File: src/rtl/window_peak_tracker_pkg.sv
// Shared definitions for window_peak_tracker.
//   state_t     : FSM encoding (EMPTY / ACCUM / HOLD)
//   DEF_WIDTH   : default sample width (multiple of 4)
//   DEF_WINDOW  : default number of accepted samples per window
package window_peak_tracker_pkg;

   typedef enum logic [1:0] {
      EMPTY = 2'b00,
      ACCUM = 2'b01,
      HOLD  = 2'b10
   } state_t;

   localparam int DEF_WIDTH  = 4;
   localparam int DEF_WINDOW = 16;

endpackage

File: src/rtl/window_peak_tracker_if.sv
// Stream bundle for window_peak_tracker.
//   clear                       : synchronous window abort (master -> slave)
//   in_valid/in_data/in_ready   : sample stream into the tracker
//   out_valid/out_ready         : window result handshake
//   out_max/out_min/out_max_hits: window result payload
// master = producer/consumer side (bench), slave = tracker side.
interface window_peak_tracker_if
   import window_peak_tracker_pkg::*;
#(
   parameter int WIDTH = DEF_WIDTH,
   parameter int CNT_W = $clog2(DEF_WINDOW + 1)
);
   logic             clear;
   logic             in_valid;
   logic [WIDTH-1:0] in_data;
   logic             in_ready;
   logic             out_valid;
   logic             out_ready;
   logic [WIDTH-1:0] out_max;
   logic [WIDTH-1:0] out_min;
   logic [CNT_W-1:0] out_max_hits;

   modport master (
      output clear, in_valid, in_data, out_ready,
      input  in_ready, out_valid, out_max, out_min, out_max_hits
   );

   modport slave (
      input  clear, in_valid, in_data, out_ready,
      output in_ready, out_valid, out_max, out_min, out_max_hits
   );
endinterface

File: src/rtl/window_peak_tracker_mag_comp_w.sv
// mag_comp_w: WIDTH-bit unsigned magnitude comparator assembled from 4-bit
// slices chained MSB-first.
//   a, b : unsigned operands
//   gt   : a > b
//   lt   : a < b
//   eq   : a == b
module mag_comp_w #(
   parameter int WIDTH = 4
) (
   input  logic [WIDTH-1:0] a,
   input  logic [WIDTH-1:0] b,
   output logic             gt,
   output logic             lt,
   output logic             eq
);
   localparam int NS = WIDTH / 4;

   logic [NS-1:0] s_gt, s_lt, s_eq;
   // c_*[i] is the verdict over slices NS-1 down to i; c_*[NS] seeds the
   // chain as "everything above is equal".
   logic [NS:0]   c_gt, c_lt, c_eq;

   assign c_gt[NS] = 1'b0;
   assign c_lt[NS] = 1'b0;
   assign c_eq[NS] = 1'b1;

   for (genvar i = 0; i < NS; i++) begin : g_slice
      assign s_gt[i] = a[4*i +: 4] > b[4*i +: 4];
      assign s_lt[i] = a[4*i +: 4] < b[4*i +: 4];
      assign s_eq[i] = a[4*i +: 4] == b[4*i +: 4];

      // Upper part decides unless it is equal, then this slice decides.
      assign c_gt[i] = c_gt[i+1] | (c_eq[i+1] & s_gt[i]);
      assign c_lt[i] = c_lt[i+1] | (c_eq[i+1] & s_lt[i]);
      assign c_eq[i] = c_eq[i+1] & s_eq[i];
   end

   assign gt = c_gt[0];
   assign lt = c_lt[0];
   assign eq = c_eq[0];
endmodule

File: src/rtl/window_peak_tracker.sv
// window_peak_tracker: streaming min/max accumulator over fixed windows.
//   clock, reset : rising-edge clock, asynchronous active-low reset
//   bus (slave)  : clear, sample stream in, window result out
// After WINDOW accepted samples the block holds max, min and the number of
// samples equal to max on the output port until the consumer takes them.
module window_peak_tracker
   import window_peak_tracker_pkg::*;
#(
   parameter int WIDTH  = DEF_WIDTH,
   parameter int WINDOW = DEF_WINDOW,
   parameter int CNT_W  = $clog2(WINDOW + 1)
) (
   input  logic                  clock,
   input  logic                  reset,
   window_peak_tracker_if.slave  bus
);
   state_t           st, st_nx;
   logic [CNT_W-1:0] cnt, cnt_nx;
   logic [CNT_W-1:0] hits, hits_nx;
   logic [WIDTH-1:0] max_r, max_nx;
   logic [WIDTH-1:0] min_r, min_nx;
   logic             accept;

   logic max_gt, max_lt, max_eq;
   logic min_gt, min_lt, min_eq;
   logic unused_flags;

   mag_comp_w #(.WIDTH(WIDTH)) u_cmp_max (
      .a  (bus.in_data),
      .b  (max_r),
      .gt (max_gt),
      .lt (max_lt),
      .eq (max_eq)
   );

   mag_comp_w #(.WIDTH(WIDTH)) u_cmp_min (
      .a  (bus.in_data),
      .b  (min_r),
      .gt (min_gt),
      .lt (min_lt),
      .eq (min_eq)
   );

   // Flags not needed for the update decision.
   assign unused_flags = &{max_lt, min_gt, min_eq};

   // in_ready comes from the state register only.
   assign bus.in_ready     = (st != HOLD);
   assign bus.out_valid    = (st == HOLD);
   assign bus.out_max      = max_r;
   assign bus.out_min      = min_r;
   assign bus.out_max_hits = hits;

   assign accept = bus.in_valid & (st != HOLD);

   always_comb begin
      st_nx   = st;
      cnt_nx  = cnt;
      hits_nx = hits;
      max_nx  = max_r;
      min_nx  = min_r;
      case (st)
         EMPTY: begin
            if (accept) begin
               max_nx  = bus.in_data;
               min_nx  = bus.in_data;
               hits_nx = CNT_W'(1);
               cnt_nx  = CNT_W'(1);
               st_nx   = (WINDOW == 1) ? HOLD : ACCUM;
            end
         end
         ACCUM: begin
            if (accept) begin
               if (max_gt) begin
                  max_nx  = bus.in_data;
                  hits_nx = CNT_W'(1);
               end else if (max_eq) begin
                  hits_nx = hits + CNT_W'(1);
               end
               if (min_lt)
                  min_nx = bus.in_data;
               cnt_nx = cnt + CNT_W'(1);
               if (cnt_nx == CNT_W'(WINDOW))
                  st_nx = HOLD;
            end
         end
         HOLD: begin
            if (bus.out_ready) begin
               st_nx   = EMPTY;
               cnt_nx  = '0;
               hits_nx = '0;
            end
         end
         default: st_nx = EMPTY;
      endcase
      // Abort wins over any accept or output handshake this cycle.
      if (bus.clear) begin
         st_nx   = EMPTY;
         cnt_nx  = '0;
         hits_nx = '0;
         max_nx  = '0;
         min_nx  = '0;
      end
   end

   always_ff @(posedge clock or negedge reset) begin
      if (!reset) begin
         st    <= EMPTY;
         cnt   <= '0;
         hits  <= '0;
         max_r <= '0;
         min_r <= '0;
      end else begin
         st    <= st_nx;
         cnt   <= cnt_nx;
         hits  <= hits_nx;
         max_r <= max_nx;
         min_r <= min_nx;
      end
   end
endmodule

File: src/flat_wrapper.sv
// flat-port wrapper written by rule: the top's interface ports become plain ports
module window_peak_tracker_flat import window_peak_tracker_pkg::*;
#(
   parameter int WIDTH  = DEF_WIDTH,
   parameter int WINDOW = DEF_WINDOW,
   parameter int CNT_W  = $clog2(WINDOW + 1)
)
  (clock, reset, bus_clear, bus_in_valid, bus_in_data, bus_out_ready, bus_in_ready, bus_out_valid, bus_out_max, bus_out_min, bus_out_max_hits);
  window_peak_tracker_if #(.WIDTH(WIDTH), .CNT_W(CNT_W)) bus_i ();
  input  logic clock;
  input  logic reset;
  input wire logic [$bits(bus_i.clear)-1:0] bus_clear;
  input wire logic [$bits(bus_i.in_valid)-1:0] bus_in_valid;
  input wire logic [$bits(bus_i.in_data)-1:0] bus_in_data;
  input wire logic [$bits(bus_i.out_ready)-1:0] bus_out_ready;
  output wire logic [$bits(bus_i.in_ready)-1:0] bus_in_ready;
  output wire logic [$bits(bus_i.out_valid)-1:0] bus_out_valid;
  output wire logic [$bits(bus_i.out_max)-1:0] bus_out_max;
  output wire logic [$bits(bus_i.out_min)-1:0] bus_out_min;
  output wire logic [$bits(bus_i.out_max_hits)-1:0] bus_out_max_hits;
  assign bus_i.clear = bus_clear;
  assign bus_i.in_valid = bus_in_valid;
  assign bus_i.in_data = bus_in_data;
  assign bus_i.out_ready = bus_out_ready;
  assign bus_in_ready = bus_i.in_ready;
  assign bus_out_valid = bus_i.out_valid;
  assign bus_out_max = bus_i.out_max;
  assign bus_out_min = bus_i.out_min;
  assign bus_out_max_hits = bus_i.out_max_hits;
  window_peak_tracker #(.WIDTH(WIDTH), .WINDOW(WINDOW), .CNT_W(CNT_W)) u_core (.clock(clock), .reset(reset), .bus(bus_i));
endmodule
File: config.mk
export PLATFORM = sky130hd
export DESIGN_NAME = window_peak_tracker_flat
export DESIGN_NICKNAME = d
export VERILOG_FILES = /design/src/rtl/window_peak_tracker_pkg.sv /design/src/rtl/window_peak_tracker_if.sv /design/src/rtl/window_peak_tracker_mag_comp_w.sv /design/src/rtl/window_peak_tracker.sv /design/src/flat_wrapper.sv
export SDC_FILE = /design/constraint.sdc
export NUM_CORES = 1
export LEC_CHECK = 0
export ABC_AREA = 0
export BUFFER_PORTS_ARGS = -buffer_cell sky130_fd_sc_hd__buf_2
export CAP_MARGIN = 5
export CORE_ASPECT_RATIO = 0.9
export CORE_MARGIN = 4
export CORE_UTILIZATION = 49
export DETAILED_ROUTE_END_ITERATION = 16
export PLACE_DENSITY = 0.82
export SLEW_MARGIN = 40
export SYNTH_ARGS = -nofsm -noshare
export SYNTH_HDL_FRONTEND = slang
export SYNTH_SLANG_ARGS = --single-unit
export TNS_END_PERCENT = 100
File: constraint.sdc
create_clock -name clock -period 1.7 [get_ports clock]
set_input_delay 0.17 -clock clock [delete_from_list [all_inputs] [get_ports clock]]
set_output_delay 0.17 -clock clock [all_outputs]
set_load 0.01 [all_outputs]
==> impl_metrics.ini, run 1 <==
[worst_setup_path]
cp.arrival_ns = 2.13
path_max_fanout = 9
cpPeakStageDelay_ns = 0.45
cp_slowest_cell = dfrtp_1
r2r_slack_ns = -0.21
cp_top_family = compound AO/OA/AOI/OAI gates
required_ns = 1.91
worstSetupPathType = flop to flop
start_kind = flop
timing.rr.end = u_core.cnt[3]$_DFFE_PN0P_
crit_buf_inv = 2
rr_worst_depth = 8
path_cells = inv_2 -> ha_2 -> or2_4 -> a211oi_2 -> buf_4 -> nor3_1 -> a21oi_1 -> o21ai_1
cp-end-kind = flop
r2r_start = u_core.st[0]$_DFFE_PN0P_

[timing]
hold_viol = 0
clock.fmax_mhz = 523
slew_headroom = 0.700
period_needed_ns = 1.91
setup_tns_ns = -2.06
finClkSkew_ns = 0.0104
setup_viol = 19
setup_ws_ns = -0.213
maxSlewViolCount = 0
grt_setup_unrepaired = true
worst_slew_pin_slew_ns = 0.449
fin_crit_sh = 1.13

[floorplanning]
start_util = 0.518
fp-row-count = 17
pin_count = 24
die_h_um = 56.5
die_w_um = 61.8
fp.coreArea_mm2 = 0.00247
dieArea_mm2 = 0.00349

[route]
viasPerCell = 5.86
drc = 0
routed_wl_mm = 3.84
vias = 1260
antenna_left = 0
firstDrtPassIters = 4
drtIter0Drc = 80
wire_per_inst_um = 17.9

[finish]
fin_util = 0.761
fin_cells = 215
drive_above_1_share = 0.529
areaGrowthSynthToFinish_pct = 46.9
nNetsFinal = 209
antenna_cells = 0

[grt]
grt_overflow = 0
grt_use_total = 0.199
grt_start_max_net_pins = 21
grt_antenna_before_repair = 0
first_global_vias = 1254
grt_pass1_wl_mm = 5.29

[cts]
numCtsBuffers = 3
cts_sinks = 20
ctsRootBufferMaster = clkbuf_4
clock_latency_ns = 0.32
htreeDepth = 1
path_clk_slew_ns = 0.13
cts_buffer_depth = 2
cts_tree = built

[placed_design]
dp.cells = 201
gp_congestion = 0.801
portBuffers = 23
hpwl_mm = 2.24
pre_cts_ws_ns = -0.163

[power_and_ir_drop]
sw_frac_of_total = 0.376
power_leakage_uw = 0.000923
clockPowerShare = 0.151
power_frac_comb = 0.532
pwr-share-seq = 0.317
p_int_uw = 1230
power.density_mw_per_mm2 = 1050
switchingPower_uw = 741
vdd_drop_max_uv = 768

[synthesis]
synth_area_leader_cell = dfrtp_1
synth_edf_count = 0
synth_area_per_cell_um2 = 9.69
synthCells = 132
ys_warn_count = 0
synth_area_leaders = dfrtp_1 39%, ha_1 12%, mux2_2 7.0%
async_reset_ff_frac = 1.00
netlist_area_mm2 = 0.00128
seq_area_frac_synth = 0.391
synth_cell_types = 39
synthFlopType = dfrtp_1
yosysTopAreaCellShare = 0.391
synth_nets = 153
synth_common_cells = 20 x dfrtp_1, 12 x ha_1, 10 x inv_1, 10 x nand2_1, 9 x nor2_1
yosys_register_bits = 20
synth.most_common_cell = dfrtp_1

[hold_path]
hold_path.class = input pin to asynchronous set/reset pin

[run_status]
violations = negative setup slack
status = complete, but fails checks

[job]
cap_violations = 0
## cells by family after synthesis
| family | after synthesis | synth area share |
|---|---|---|
| simple gates | 44 | 0.188 |
| compound gates | 34 | 0.180 |
| flops | 20 | 0.391 |
| buf+inv | 13 | 0.0450 |
| fa+ha+maj | 12 | 0.117 |
| mux | 9 | 0.0783 |
## power groups by stage
stage / Sequential [uW] / Clock [uW] / Combinational (uW)
3_5_place_dp: 617 / 0 / 729
3_3_place_gp: 610 / 0 / 706
6_report: 625 / 297 / 1050
2_1_floorplan: 632 / 0 / 398
5_1_grt: 637 / 320 / 1120
4_1_cts: 611 / 288 / 808
## metrics by stage
| stage | total power (uW) | hold slack, ns | cell area (um^2) |
|---|---|---|---|
| 2_1_floorplan | 1030 | -0.126 | 1290 |
| 3_3_place_gp | 1320 | 0.137 | 1580 |
| 3_5_place_dp | 1350 | 0.139 | 1580 |
| 4_1_cts | 1710 | 0.306 | 1720 |
| 5_1_grt | 2080 | 0.328 | 1880 |
| 6_report | 1970 | 0.306 | 1880 |
## layout by cell type (no fill, tap or decap), types with 3 or more instances in the layout
| cell type | n |
|---|---|
| a21oi_1 | 3 |
| a21oi_2 | 5 |
| buf_2 | 23 |
| buf_4 | 27 |
| clkbuf_4 | 3 |
| dfrtp_1 | 20 |
| ha_1 | 4 |
| ha_4 | 6 |
| inv_1 | 4 |
| inv_2 | 6 |
| mux2_4 | 7 |
| nand2_1 | 9 |
| nand2b_1 | 4 |
| nand3_1 | 4 |
| nor2_1 | 8 |
| nor2b_1 | 4 |
| o21ai_0 | 5 |
| o21ai_1 | 5 |
| o21ai_2 | 3 |
## routing by layer
metal,part of all wire,GRT usage,routed length [um]
met5,0,0,0
met2,0.52,0.341,2010
met3,0.054,0.0483,209
met1,0.40,0.232,1530
met4,0.021,0.0758,82
## state kept, by name (all words and copies together), names as in the netlist
name	cells
u_core.bus.out_max_hits	5
u_core.cnt	5
u_core.bus.out_max	4
u_core.bus.out_min	4
u_core.st	2
## layout make-up
class                      instances  area (um^2)
clock buffer                       4         36.3
sequential                        20          500
fill                             141          589
timing repair buffer              53          350
inverter                          10         37.5
tap                               28         35.0
multi-input combinational        100          918
## repair_timing
| action | in CTS | in global routing |
|---|---|---|
| gates cloned | 1 | 0 |
| pin swaps | 14 | 9 |
| endpoints found under the setup margin | 17 | 18 |
| buffers inserted | 3 | 5 |
| hold buffers | 1 | 0 |
| resized for setup | 14 | 27 |
| endpoints found under the hold margin | 20 | 0 |
## worst max-delay path by stage
stage	from	end	slack, ns	cells past startpoint
after global placement	u_core.bus.out_max[0]$_DFFE_PN0P_	u_core.bus.out_max_hits[3]$_DFFE_PN0P_	-0.11	6
after floorplan	u_core.bus.out_max[3]$_DFFE_PN0P_	u_core.bus.out_max_hits[3]$_DFFE_PN0P_	-0.13	7
after global routing	u_core.st[0]$_DFFE_PN0P_	u_core.bus.out_max_hits[2]$_DFFE_PN0P_	-0.29	7
final	u_core.st[0]$_DFFE_PN0P_	u_core.cnt[3]$_DFFE_PN0P_	-0.21	8
after CTS	u_core.st[1]$_DFFE_PN0P_	u_core.bus.out_max_hits[2]$_DFFE_PN0P_	-0.16	7
after detailed placement	u_core.st[0]$_DFFE_PN0P_	u_core.bus.out_max_hits[2]$_DFFE_PN0P_	-0.16	7
Power figures use the tool's default switching activity.
==> inputs of run 2 (changes only) <==
clock period = 1.6 ns   (was 1.7 ns; I/O delays follow)
==> run 2 against run 1 <==
The flow still finishes with violations (negative setup slack). Sequential share of layout area fell by 0.35 points. Non-clock buffer count did not move. Highest routed layer unchanged. Hold slack better by 0.0071 ns. Worst setup slack worse by 0.030 ns. Sequential cell count unchanged. Die area is the same. Critical path type unchanged. Maximum frequency increased by 3.8%. Clock skew down 0.0088 ns. Utilization is 1.0 points higher. Critical path depth decreased by 1.
==> impl_metrics.ini, run 2 (synthesis results as in run 1) <==
[grt]
grt_use_total = 0.237
first_global_vias = 1343
grt_overflow = 0
grt_start_max_net_pins = 21
grt_pass1_wl_mm = 6.10
grt_antenna_before_repair = 0

[finish]
nNetsFinal = 209
fin_util = 0.771
areaGrowthSynthToFinish_pct = 48.8
final_cell_area_mm2 = 0.00190
layout_commonest_cell = buf_4
antenna_cells = 0
layout_common_cells = 26 x buf_4, 23 x buf_2, 20 x dfrtp_1
nFillCells = 156
drive_above_1_share = 0.524

[route]
drt-met1-wl_mm = 1.50
wl_met2_mm = 1.92
routed_wl_mm = 3.84
viasPerCell = 5.76
wire_per_inst_um = 17.9
wl_met3_um = 220
antenna_left = 0
dr.max_layer_used = met4
drtIter0Drc = 55
firstDrtPassIters = 4
drc = 0
vias = 1239

[floorplanning]
fp.coreArea_mm2 = 0.00247
die_h_um = 56.5
start_util = 0.518
die_w_um = 61.8
fp-row-count = 17
dieArea_mm2 = 0.00349
pin_count = 24

[placed_design]
gp_congestion = 0.825
hpwl_mm = 2.41
pre_cts_ws_ns = -0.328
place_area_mm2 = 0.00157
portBuffers = 23

[timing]
timing.hold.ws_ns = 0.313
grt_setup_unrepaired = true
fin_crit_sh = 1.15
setup_viol = 19
setup_ws_ns = -0.243
maxSlewViolCount = 0
period_needed_ns = 1.84
setup_tns_ns = -3.11
finClkSkew_ns = 0.00153
clock.fmax_mhz = 543
hold_viol = 0
slew_headroom = 0.689
worst_slew_pin_slew_ns = 0.467

[run_status]
violations = negative setup slack
status = complete, but fails checks

[worst_setup_path]
required_ns = 1.86
cp_slowest_cell = or4b_1
worstSetupPathType = flop to flop
path_cells = inv_2 -> ha_2 -> and4bb_1 -> a211oi_4 -> o21bai_4 -> or4b_1 -> nand2_1
setup.worst_path.end = u_core.bus.out_max_hits[2]$_DFFE_PN0P_
critPathLaunch = u_core.st[0]$_DFFE_PN0P_
timing.rr.end = u_core.bus.out_max_hits[2]$_DFFE_PN0P_
r2r_start = u_core.st[0]$_DFFE_PN0P_
start_kind = flop
path_max_fanout = 5
cp.arrival_ns = 2.10
cpPeakStageDelay_ns = 0.46
r2r_slack_ns = -0.24
cp-end-kind = flop
rr_worst_depth = 7

[cts]
path_clk_slew_ns = 0.12
cts_tree = built
cts_buffer_depth = 2
ctsRootBufferMaster = clkbuf_4
numCtsBuffers = 3
htreeDepth = 1
clock_latency_ns = 0.31
cts_sinks = 20

[power_and_ir_drop]
power.density_mw_per_mm2 = 1170
power_leakage_uw = 0.000938
vdd_drop_max_uv = 900

[hold_path]
hold_path.class = input pin to asynchronous set/reset pin

[job]
cap_violations = 0
[run 2: critical path: cells and delay by family (launching register included)]
family | cells | cell delay, ns
simple gates | 3 | 0.86
flops | 1 | 0.40
compound gates | 2 | 0.28
fa+ha+maj | 1 | 0.19
buf+inv | 1 | 0.07
[run 2: how the worst min path moves through the flow]
stage                                             end  slack (ns)
finish                      u_core.cnt[4]$_DFFE_PN0P_        0.31
CTS                 u_core.bus.out_max[0]$_DFFE_PN0P_        0.30
global placement            u_core.cnt[4]$_DFFE_PN0P_        0.13
detailed placement          u_core.cnt[4]$_DFFE_PN0P_        0.14
floorplan           u_core.bus.out_max[0]$_DFFE_PN0P_       -0.14
global route        u_core.bus.out_max[0]$_DFFE_PN0P_        0.35
[run 2: where the power goes]
| group | internal (uW) | switching, uW | total, uW |
|---|---|---|---|
| logic | 608 | 538 | 1150 |
| registers | 580 | 72.0 | 652 |
| clock network | 253 | 169 | 422 |
| total | 1440 | 779 | 2220 |
[run 2: metrics by stage]
step	total power (uW)	cells
global route	2350	215
CTS	2060	212
global placement	1400	199
floorplan	1100	132
finish	2220	215
detailed placement	1450	199
[run 2: layout make-up]
type | instances | area [um^2] | share of cell area
sequential | 20 | 500 | 0.263
tap | 28 | 35.0 | 0.0184
timing repair buffer | 53 | 354 | 0.186
clock inverter | 1 | 30.0 | 0.0158
multi-input combinational | 100 | 923 | 0.485
inverter | 10 | 37.5 | 0.0197
clock buffer | 3 | 22.5 | 0.0118
[run 2: per-layer routing]
metal	up-vias	GRT usage
met1	596	0.272
met4	0	0.118
met5	-	0
met2	46	0.398
li1	581	-
met3	16	0.0552
[run 2: timing repair]
| action | in CTS | in global routing |
|---|---|---|
| resized for setup | 27 | 14 |
| hold endpoints to repair | 20 | 0 |
| hold buffers | 1 | 0 |
| endpoints found under the setup margin | 18 | 20 |
| pin swaps | 16 | 5 |
| cloned | 1 | 0 |
| setup buffers | 7 | 3 |
